[src/rtl/sigmoid_vec.sv]
// sigmoid_vec
//    Multi-lane piecewise-quadratic sigmoid / tanh activation pipeline.
//    Every beat carries NUM_CH signed fixed-point samples plus a mode bit
//    (0 = sigmoid, 1 = tanh).  Three register stages, bubble-collapsing
//    valid/ready handshake, one beat per cycle when unstalled.
//
// Ports
//    clk      rising-edge clock
//    rst      synchronous active-high reset
//    i_data   packed input samples, lane k at [k*DATA_WIDTH +: DATA_WIDTH]
//    i_mode   0 = sigmoid, 1 = tanh, travels with its beat
//    i_valid  input beat valid
//    o_ready  block can accept a beat this cycle
//    o_data   packed results, same layout as i_data
//    o_valid  output beat valid
//    i_ready  downstream accepts the output beat
//
// Optional build macro
//    SIGMOID_VEC_ROUND_EN  round-half-up at the final truncation instead of
//                          floor, saturating to +1.0 (and -1.0 in tanh mode).

module sigmoid_vec #(
   parameter int DATA_WIDTH = 16,
   parameter int FRAC_BITS  = 10,
   parameter int NUM_CH     = 4
) (
   input  logic                         clk,
   input  logic                         rst,
   input  logic [NUM_CH*DATA_WIDTH-1:0] i_data,
   input  logic                         i_mode,
   input  logic                         i_valid,
   output logic                         o_ready,
   output logic [NUM_CH*DATA_WIDTH-1:0] o_data,
   output logic                         o_valid,
   input  logic                         i_ready
);

   if (DATA_WIDTH - FRAC_BITS < 4) begin : g_param_check
      $error("sigmoid_vec: DATA_WIDTH-FRAC_BITS must be at least 4");
   end

   // WW: sample sign-extended by two bits so that 2x and |2x| never overflow.
   // MW: offset |1 -/+ x/4| with FRAC_BITS+2 fractional bits, range [0, 1].
   // SW: square of the offset plus one headroom bit for the constant 2^(2F+5).
   // TW: signed working width for the tanh rescale and rounding.
   localparam int WW    = DATA_WIDTH + 2;
   localparam int MW    = FRAC_BITS + 3;
   localparam int SW    = 2*FRAC_BITS + 6;
   localparam int TW    = 2*FRAC_BITS + 8;
   localparam int SHIFT = FRAC_BITS + 5;

   localparam logic [WW-1:0]        LIMIT   = WW'(1) << (FRAC_BITS + 2);
   localparam logic [SW-1:0]        ONE_N   = SW'(1) << (2*FRAC_BITS + 5);
   localparam logic signed [TW-1:0] ONE_N_T = signed'(TW'(1) << (2*FRAC_BITS + 5));
   localparam logic signed [TW-1:0] ONE_OUT = signed'(TW'(1) << FRAC_BITS);
`ifdef SIGMOID_VEC_ROUND_EN
   localparam logic signed [TW-1:0] HALF_LSB = signed'(TW'(1) << (FRAC_BITS + 4));
`endif

   // In units of 2^-(F+2) the offset is 2^(F+2) - |s| for both signs of x.
   // Samples beyond +/-4 get a zero offset, which makes the later stages
   // produce exactly 0 (negative side) or 1 (positive side).
   function automatic logic [MW:0] stage1_lane(input logic [DATA_WIDTH-1:0] samp,
                                               input logic                  tanh_mode);
      logic [WW-1:0] wide;
      logic [WW-1:0] mag;
      wide = {{2{samp[DATA_WIDTH-1]}}, samp};
      if (tanh_mode) wide = {wide[WW-2:0], 1'b0};
      mag = wide[WW-1] ? -wide : wide;
      if (mag > LIMIT) return {wide[WW-1], {MW{1'b0}}};
      return {wide[WW-1], MW'(LIMIT - mag)};
   endfunction

   // The square carries 2F+4 fractional bits; halving adds one more, so the
   // sigmoid value scaled by 2^(2F+5) is an exact integer n.  tanh is then
   // 2n - 2^(2F+5) on the same scale, and one arithmetic shift is the floor.
   function automatic logic [DATA_WIDTH-1:0] stage3_lane(input logic [SW-1:0] sq,
                                                         input logic          neg,
                                                         input logic          tanh_mode);
      logic [SW-1:0]        n;
      logic signed [TW-1:0] t;
      logic signed [TW-1:0] q;
      n = neg ? sq : ONE_N - sq;
      t = signed'(TW'(n));
      if (tanh_mode) t = (t <<< 1) - ONE_N_T;
`ifdef SIGMOID_VEC_ROUND_EN
      t = t + HALF_LSB;
`endif
      q = t >>> SHIFT;
      if (q > ONE_OUT)       q = ONE_OUT;
      else if (q < -ONE_OUT) q = -ONE_OUT;
      return DATA_WIDTH'(q);
   endfunction

   logic                       s1_valid_q, s1_valid_d;
   logic                       s1_mode_q,  s1_mode_d;
   logic [NUM_CH-1:0]          s1_neg_q,   s1_neg_d;
   logic [NUM_CH-1:0][MW-1:0]  s1_m_q,     s1_m_d;

   logic                       s2_valid_q, s2_valid_d;
   logic                       s2_mode_q,  s2_mode_d;
   logic [NUM_CH-1:0]          s2_neg_q,   s2_neg_d;
   logic [NUM_CH-1:0][SW-1:0]  s2_sq_q,    s2_sq_d;

   logic                         s3_valid_q, s3_valid_d;
   logic [NUM_CH*DATA_WIDTH-1:0] s3_data_q,  s3_data_d;

   logic adv1, adv2, adv3;

   // A stage advances when it is empty or the stage after it advances;
   // stage 3 advances when empty or being drained downstream.
   assign adv3    = ~s3_valid_q | i_ready;
   assign adv2    = ~s2_valid_q | adv3;
   assign adv1    = ~s1_valid_q | adv2;
   assign o_ready = ~rst & adv1;
   assign o_valid = s3_valid_q;
   assign o_data  = s3_data_q;

   // Valids move whenever their stage advances; data registers only load
   // when a real beat enters, so idle cycles leave them untouched.
   always_comb begin
      s1_valid_d = adv1 ? i_valid : s1_valid_q;
      s1_mode_d  = s1_mode_q;
      s1_neg_d   = s1_neg_q;
      s1_m_d     = s1_m_q;
      s2_valid_d = adv2 ? s1_valid_q : s2_valid_q;
      s2_mode_d  = s2_mode_q;
      s2_neg_d   = s2_neg_q;
      s2_sq_d    = s2_sq_q;
      s3_valid_d = adv3 ? s2_valid_q : s3_valid_q;
      s3_data_d  = s3_data_q;

      if (adv1 && i_valid) begin
         s1_mode_d = i_mode;
         for (int k = 0; k < NUM_CH; k++) begin
            {s1_neg_d[k], s1_m_d[k]} = stage1_lane(i_data[k*DATA_WIDTH +: DATA_WIDTH], i_mode);
         end
      end

      if (adv2 && s1_valid_q) begin
         s2_mode_d = s1_mode_q;
         s2_neg_d  = s1_neg_q;
         for (int k = 0; k < NUM_CH; k++) begin
            s2_sq_d[k] = SW'(s1_m_q[k]) * SW'(s1_m_q[k]);
         end
      end

      if (adv3 && s2_valid_q) begin
         for (int k = 0; k < NUM_CH; k++) begin
            s3_data_d[k*DATA_WIDTH +: DATA_WIDTH] = stage3_lane(s2_sq_q[k], s2_neg_q[k], s2_mode_q);
         end
      end
   end

   // Reset discards every in-flight beat and zeroes the output register.
   always_ff @(posedge clk) begin
      if (rst) begin
         s1_valid_q <= 1'b0;
         s1_mode_q  <= 1'b0;
         s1_neg_q   <= '0;
         s1_m_q     <= '0;
         s2_valid_q <= 1'b0;
         s2_mode_q  <= 1'b0;
         s2_neg_q   <= '0;
         s2_sq_q    <= '0;
         s3_valid_q <= 1'b0;
         s3_data_q  <= '0;
      end else begin
         s1_valid_q <= s1_valid_d;
         s1_mode_q  <= s1_mode_d;
         s1_neg_q   <= s1_neg_d;
         s1_m_q     <= s1_m_d;
         s2_valid_q <= s2_valid_d;
         s2_mode_q  <= s2_mode_d;
         s2_neg_q   <= s2_neg_d;
         s2_sq_q    <= s2_sq_d;
         s3_valid_q <= s3_valid_d;
         s3_data_q  <= s3_data_d;
      end
   end

endmodule
[config.mk]
export PLATFORM = sky130hd
export DESIGN_NAME = sigmoid_vec
export DESIGN_NICKNAME = d
export VERILOG_FILES = /design/src/rtl/sigmoid_vec.sv
export SDC_FILE = /design/constraint.sdc
export NUM_CORES = 2
export LEC_CHECK = 0
export ABC_CLOCK_PERIOD_IN_PS = 11940
export CAP_MARGIN = 10
export CORE_UTILIZATION = 30
export DETAILED_ROUTE_END_ITERATION = 16
export DONT_BUFFER_PORTS = 1
export MAX_ROUTING_LAYER = met4
export PLACE_DENSITY = 0.45
export SLEW_MARGIN = 5
export SYNTH_ARGS = -nofsm -noshare
export SYNTH_HDL_FRONTEND = slang
export SYNTH_SLANG_ARGS = --single-unit
[constraint.sdc]
create_clock -name clk -period 11.94 [get_ports clk]
set_clock_uncertainty 0.15 [all_clocks]
set_input_delay 2.388 -clock clk [delete_from_list [all_inputs] [get_ports clk]]
set_output_delay 2.388 -clock clk [all_outputs]
set_load 0.02 [all_outputs]
After elaboration in Yosys (flattened, before gate mapping):

Index checks and enable logic that the tools add are counted.

* $add $sub $neg: 16
* multipliers: 4
* div/mod/pow operators: 0
* magnitude comparators: 12
* equal/unequal tests: 0
* shift operators: 0
* muxes and demuxes: 48
* bitwise operators: 8
* reductions and logical operators: 3

Operators by type and width (count)
* 28-bit two-way mux: 8
* 16-bit two-way mux: 12
* 18-bit two-way mux: 8
* 14-bit two-way mux: 8
* 27-bit by 26-bit subtractor with 28-bit output, second input constant: 4
* 13-bit by 13-bit multiplier with 26-bit output: 4
* 26-bit two-way mux: 4
* 26-bit subtractor, first input constant: 4
* 18-bit by 13-bit greater-than comparator with 1-bit output, second input constant: 4
* 18-bit negation: 4
* 13-bit by 12-bit greater-than comparator with 1-bit output, second input constant: 4
* 13-bit by 11-bit < comparator with 1-bit output, second input constant: 4
* 13-bit subtractor, first input constant: 4
* 1-bit two-way mux: 8
* 1-bit NOT: 4
* 1-bit logical AND: 3
* 1-bit OR: 3
* 1-bit bitwise AND: 1

* register bits after elaboration: 233
* latch bits: 0
* bits in writable memories: 0
* memory bits (read-only): 0
* input port bits: 69
* output and inout bits: 66
* logic and storage cells: 107
* memories: 0

Longest topological paths before layout:

* depth in word-level cells: 12
* depth in mapped cells: 22
* gate-level depth less buffers: 22

Least setup slack after synthesis:

OpenSTA, ideal clock, no wires.

* path kind: input -> register
* start: input port i_mode
* end: register s1_m_q[10] (netlist name)
* library setup time: 69 ps
* data arrival time: 5740 ps
* required time: 11721 ps
* path slack: 5981 ps
* stages on the path: 17
* path buffers: 8
* path through: buf_6 -> buf_6 -> buf_6 -> buf_6 -> buf_6 -> buf_6 -> buf_2 -> mux2i_1 -> ha_1 -> nor2b_1 -> nand4b_1 -> or4_1 -> a31o_1 -> a311oi_1 -> o211ai_1 -> buf_2 -> o21ai_1

* cells in the longest elaborated chain, start to end: 8
* elaborated cells on any way between the ends: 9
* those cells by class: 2 x add/sub; 1 x order compare; 6 x mux

Ends and longest elaborated chain
* start, declared: RTL line 30 `input logic i_mode,`
* 16-bit two-way mux *: RTL line 68 `if (tanh_mode) wide = {wide[WW-2:0], 1'b0};`
* 18-bit two-way mux *: RTL line 133 `if (adv1 && i_valid) begin`
* 18-bit negation: RTL line 69 `mag = wide[WW-1] ? -wide : wide;`
* 18-bit two-way mux *: RTL line 69
* 18-bit by 13-bit greater-than comparator with 1-bit output: RTL line 70 `if (mag > LIMIT) return {wide[WW-1], {MW{1'b0}}};`
* 1-bit two-way mux: RTL line 70
* 1-bit two-way mux: RTL line 133
* 14-bit two-way mux *: RTL line 71 `return {wide[WW-1], MW'(LIMIT - mag)};`
* end signal, assigned: RTL line 172 `s1_m_q <= s1_m_d;`
* end, declared: RTL line 98 `logic [NUM_CH-1:0][MW-1:0] s1_m_q, s1_m_d;`

Mark *: on every way between the ends. The rest lies on a longest branch, timed or not. The select of a mux whose other input is x is not followed.
A chain may end at the register's enable or synchronous reset.

Final worst setup path:

* start: register s1_m_q[1] (netlist name)
* end: register s2_sq_q[25] (netlist name)

* cells in the longest elaborated chain, start to end: 1

Ends and longest elaborated chain
* 13-bit by 13-bit multiplier with 26-bit output: RTL line 144 `s2_sq_d[k] = SW'(s1_m_q[k]) * SW'(s1_m_q[k]);`
* end signal, assigned: RTL line 176 `s2_sq_q <= s2_sq_d;`
* end, declared: RTL line 103 `logic [NUM_CH-1:0][SW-1:0] s2_sq_q, s2_sq_d;`

No other way between the ends.

==> metrics.txt <==
outcome finished, final reports clean; root buf cell clkbuf_16; Buffers on Ports 0; H-tree Lvls 1; router iterations before antenna repair 5; number of buffers added by the clock tree synthesis step 29; # Post-CTS Setup Buffers 0; share of the yosys chip area belonging to registers roughly 13%; flop and latch count out of synthesis ~220; startpoint of the lowest-slack hold path s2_sq_q[90]$_SDFFE_PP0P_; worst slack at placement approximately 5500 ps; Post-synth ARST share 0%; Yosys Warn Count 0; first-pass GRT wire length ~150000 um; hold-fix buffers at CTS 0; number of cells upsized or downsized after cts 0; routed wire length per instance approximately 17 um; Final Slew Violations 0; CP startpoint s1_m_q[1]$_SDFFE_PP0P_; I/O pin count 135; Worst Slack Setup Final ~5600 ps; Worst Setup Path Type reg2reg; post-route DRC violation count 0; post-route ant nets 0; via count of the routed design approximately 27000; Layout Utilization between 30% and 40%; Max Freq 158 MHz; Site Rows 122; Floorplan Core Area roughly 110000 um^2; netlist area before placement approximately 34000 um^2; share of the clock period used by the worst path a little over half; predominant post-synthesis flop cell dfxtp_1; maximum net fanout on the critical path 17; top cells by area, synth fa_1 23%, dfxtp_1 13%, ha_1 11%; Max clock buf depth 3; max-cap check violation count 0; source of the worst register-to-register timing path s1_m_q[1]$_SDFFE_PP0P_; minimum period implied by the final worst setup slack between 6000 and 7000 ps; Crit. End Element flop; Post-Route WL 93200 um; Total Negative Setup Slacks 0 ps; count of flip-flops with a built-in enable after synthesis 0; Worst IR Drop VDD 103 uV; number of antenna violations at the first check in global routing 5; Static Leakage around 17 nW; maximum number of pins on one net before global-route repair approximately 140; starting density of the core between 30% and 40%; worst rel slew slack between 10% and 20%; critical path launch point type flop; final hold violation count 0; area of the multi-input gates 25300 um^2; Die Span X ~340 um; clock tree from TritonCTS yes; insertion delay of the later-clocked pin in the worst-skew pair 600 ps; starting DRC count in detailed routing 1555; endpoint arrival time on the critical path roughly 6600 ps; via count of the first global-routing pass between 20000 and 30000; data required time at the worst endpoint 12230 ps; grt total ovfl 0; count of distinct cell types in the synthesized netlist just over 100; CTS sink count about 220; Avg Vias per Cell a little under 5; post-route insts no fill roughly 5600; placed instance count between 5000 and 6000; number of filler instances in the final layout roughly 12000; Overall Global Routing Usage 17.0%; Final setup violation count 0; Die Y between 300 and 400 um; DP Wirelength approximately 74000 um; clock transition at the register clock pins on the worst setup and hold paths after CTS 60 ps; Area Growth Syn to Fin 5.83%; type of the worst min-delay path reg2reg; number of nets produced by synthesis roughly 5000; area enclosed by the die boundary around 110000 um^2; fraction of layout instances using a drive strength above 1 between 3 and 4%; post-layout net count roughly 4800; slew at the pin closest to its max-slew limit around 1200 ps; ratio of total power to cell area 57.0 nW/um^2; cell taking the most area after synthesis fa_1; Seq. cell area roughly 4300 um^2; routability cong. 0.844; top-area cell type share of the netlist area approximately 23%; cell count after synthesis 4233; synthesized area per cell 7.95 um^2; RSZ-0062 raised after global routing no
## path summary, 6_finish.rpt
kind	end	slack (ps)	cells after the start
worst min register to register	s2_sq_q[90]$_SDFFE_PP0P_	300	2
worst max-delay path	s2_sq_q[25]$_SDFFE_PP0P_	5610	18
worst min-delay path	s2_sq_q[90]$_SDFFE_PP0P_	300	2
worst max register to register	s2_sq_q[25]$_SDFFE_PP0P_	5610	18
## kinds of logic (layout without fill, tap and decap cells)
| family | count (synthesis) | count (layout) | share of synthesized area, % |
|---|---|---|---|
| muxes | 58 | 58 | 1.81 |
| DFF | 217 | 217 | 12.9 |
| other | 0 | 4 | 0 |
| xor gates and xnor gates | 165 | 165 | 4.29 |
| adders and majority gates | 678 | 678 | 33.8 |
| AOI/OAI and AO/OA | 828 | 828 | 16.7 |
| and+or+nand+nor | 1262 | 1262 | 18.5 |
| buffers and inverters | 1025 | 864 | 11.9 |
## through the flow
step | total power [W] | instance area, um^2 | hold slack [ps]
2_1_floorplan | 0.00105 | 33700 | 282
3_3_place_gp | 0.00112 | 34600 | 289
3_5_place_dp | 0.00112 | 34600 | 296
4_1_cts | 0.00207 | 35600 | 304
5_1_grt | 0.00214 | 35600 | 318
6_report | 0.00203 | 35600 | 300
## routing by layer
layer | wire length (um) | global-route usage (%)
met5 | 0 | -
met4 | 1070 | 2.44
met3 | 4960 | 2.77
met2 | 37800 | 24.1
met1 | 49400 | 25.4
## cell usage in the layout, fill, tap and decap left out, types with 30 or more instances in the layout
cell / n
a211oi_1: 46
a21o_1: 37
a21oi_1: 217
a22o_1: 54
a31oi_1: 35
and2_1: 118
and3_1: 30
dfxtp_1: 216
fa_1: 385
ha_1: 293
inv_1: 800
mux2i_1: 41
nand2_1: 514
nand3_1: 58
nor2_1: 191
nor2b_1: 45
nor3_1: 77
o211ai_1: 30
o21ai_0: 128
or3_1: 33
xnor2_1: 103
xor2_1: 62
## cell type report
type,instances,share of cell area [%]
Antenna cell,4,0.0281
Clock buffer,41,2.33
Clock inverter,11,0.453
Inverter,802,8.45
Multi-Input combinational cell,2991,71.1
Sequential cell,217,12.2
Tap cell,1488,5.23
Timing Repair Buffer,10,0.211
## cells in the mapped netlist (11+ instances only)
| cell type | count |
|---|---|
| inv_1 | 801 |
| nand2_1 | 515 |
| fa_1 | 385 |
| ha_1 | 293 |
| a21oi_1 | 217 |
| dfxtp_1 | 217 |
| nor2_1 | 193 |
| clkbuf_1 | 180 |
| o21ai_0 | 128 |
| and2_1 | 118 |
| xnor2_1 | 103 |
| nor3_1 | 77 |
| xor2_1 | 62 |
| nand3_1 | 58 |
| a22o_1 | 54 |
| a211oi_1 | 46 |
| nor2b_1 | 45 |
| mux2i_1 | 41 |
| a21o_1 | 37 |
| a31oi_1 | 36 |
| or3_1 | 33 |
| and3_1 | 30 |
| o211ai_1 | 30 |
| nand2b_1 | 28 |
| nand4_1 | 26 |
| nor4_1 | 26 |
| o31ai_1 | 24 |
| o21ai_1 | 20 |
| a32o_1 | 17 |
| nand3b_1 | 17 |
| o22ai_1 | 17 |
| or2_2 | 16 |
| a211o_1 | 15 |
| buf_4 | 15 |
| buf_6 | 14 |
| o21a_1 | 14 |
| o21bai_1 | 14 |
| or4_1 | 14 |
| a22oi_1 | 13 |
| a21boi_0 | 12 |
| mux2_2 | 12 |
| a311oi_1 | 11 |
## power by group
part / switching [W] / leakage (nW) / internal, W
logic: 0.000211 / 14.9 / 0.000132
clock network: 0.000372 / 0.482 / 0.000550
registers: 0.0000305 / 1.75 / 0.000735
## registers in the layout, indices dropped and copies added, names as in the netlist
register    flops
s1_mode_q       1
s2_valid_q      1
o_data         52
s1_m_q         52
s2_sq_q       100
s1_neg_q        4
s2_mode_q       1
o_valid         1
s1_valid_q      1
s2_neg_q        4
## worst max-delay path, cell delays in order (launching register included)
cell       delay [ps]
dfxtp_1           720
nand2_1           160
fa_1              550
fa_1              530
inv_1              60
fa_1              470
fa_1              500
inv_1              60
fa_1              530
inv_1              40
ha_1              350
a21oi_1           230
a21oi_1           130
a2111oi_1         860
nor4_1            160
o2111ai_1         290
a31oi_1           130
xor2_1            160
o21ai_0            80
(Power assumes the default switching activity.)
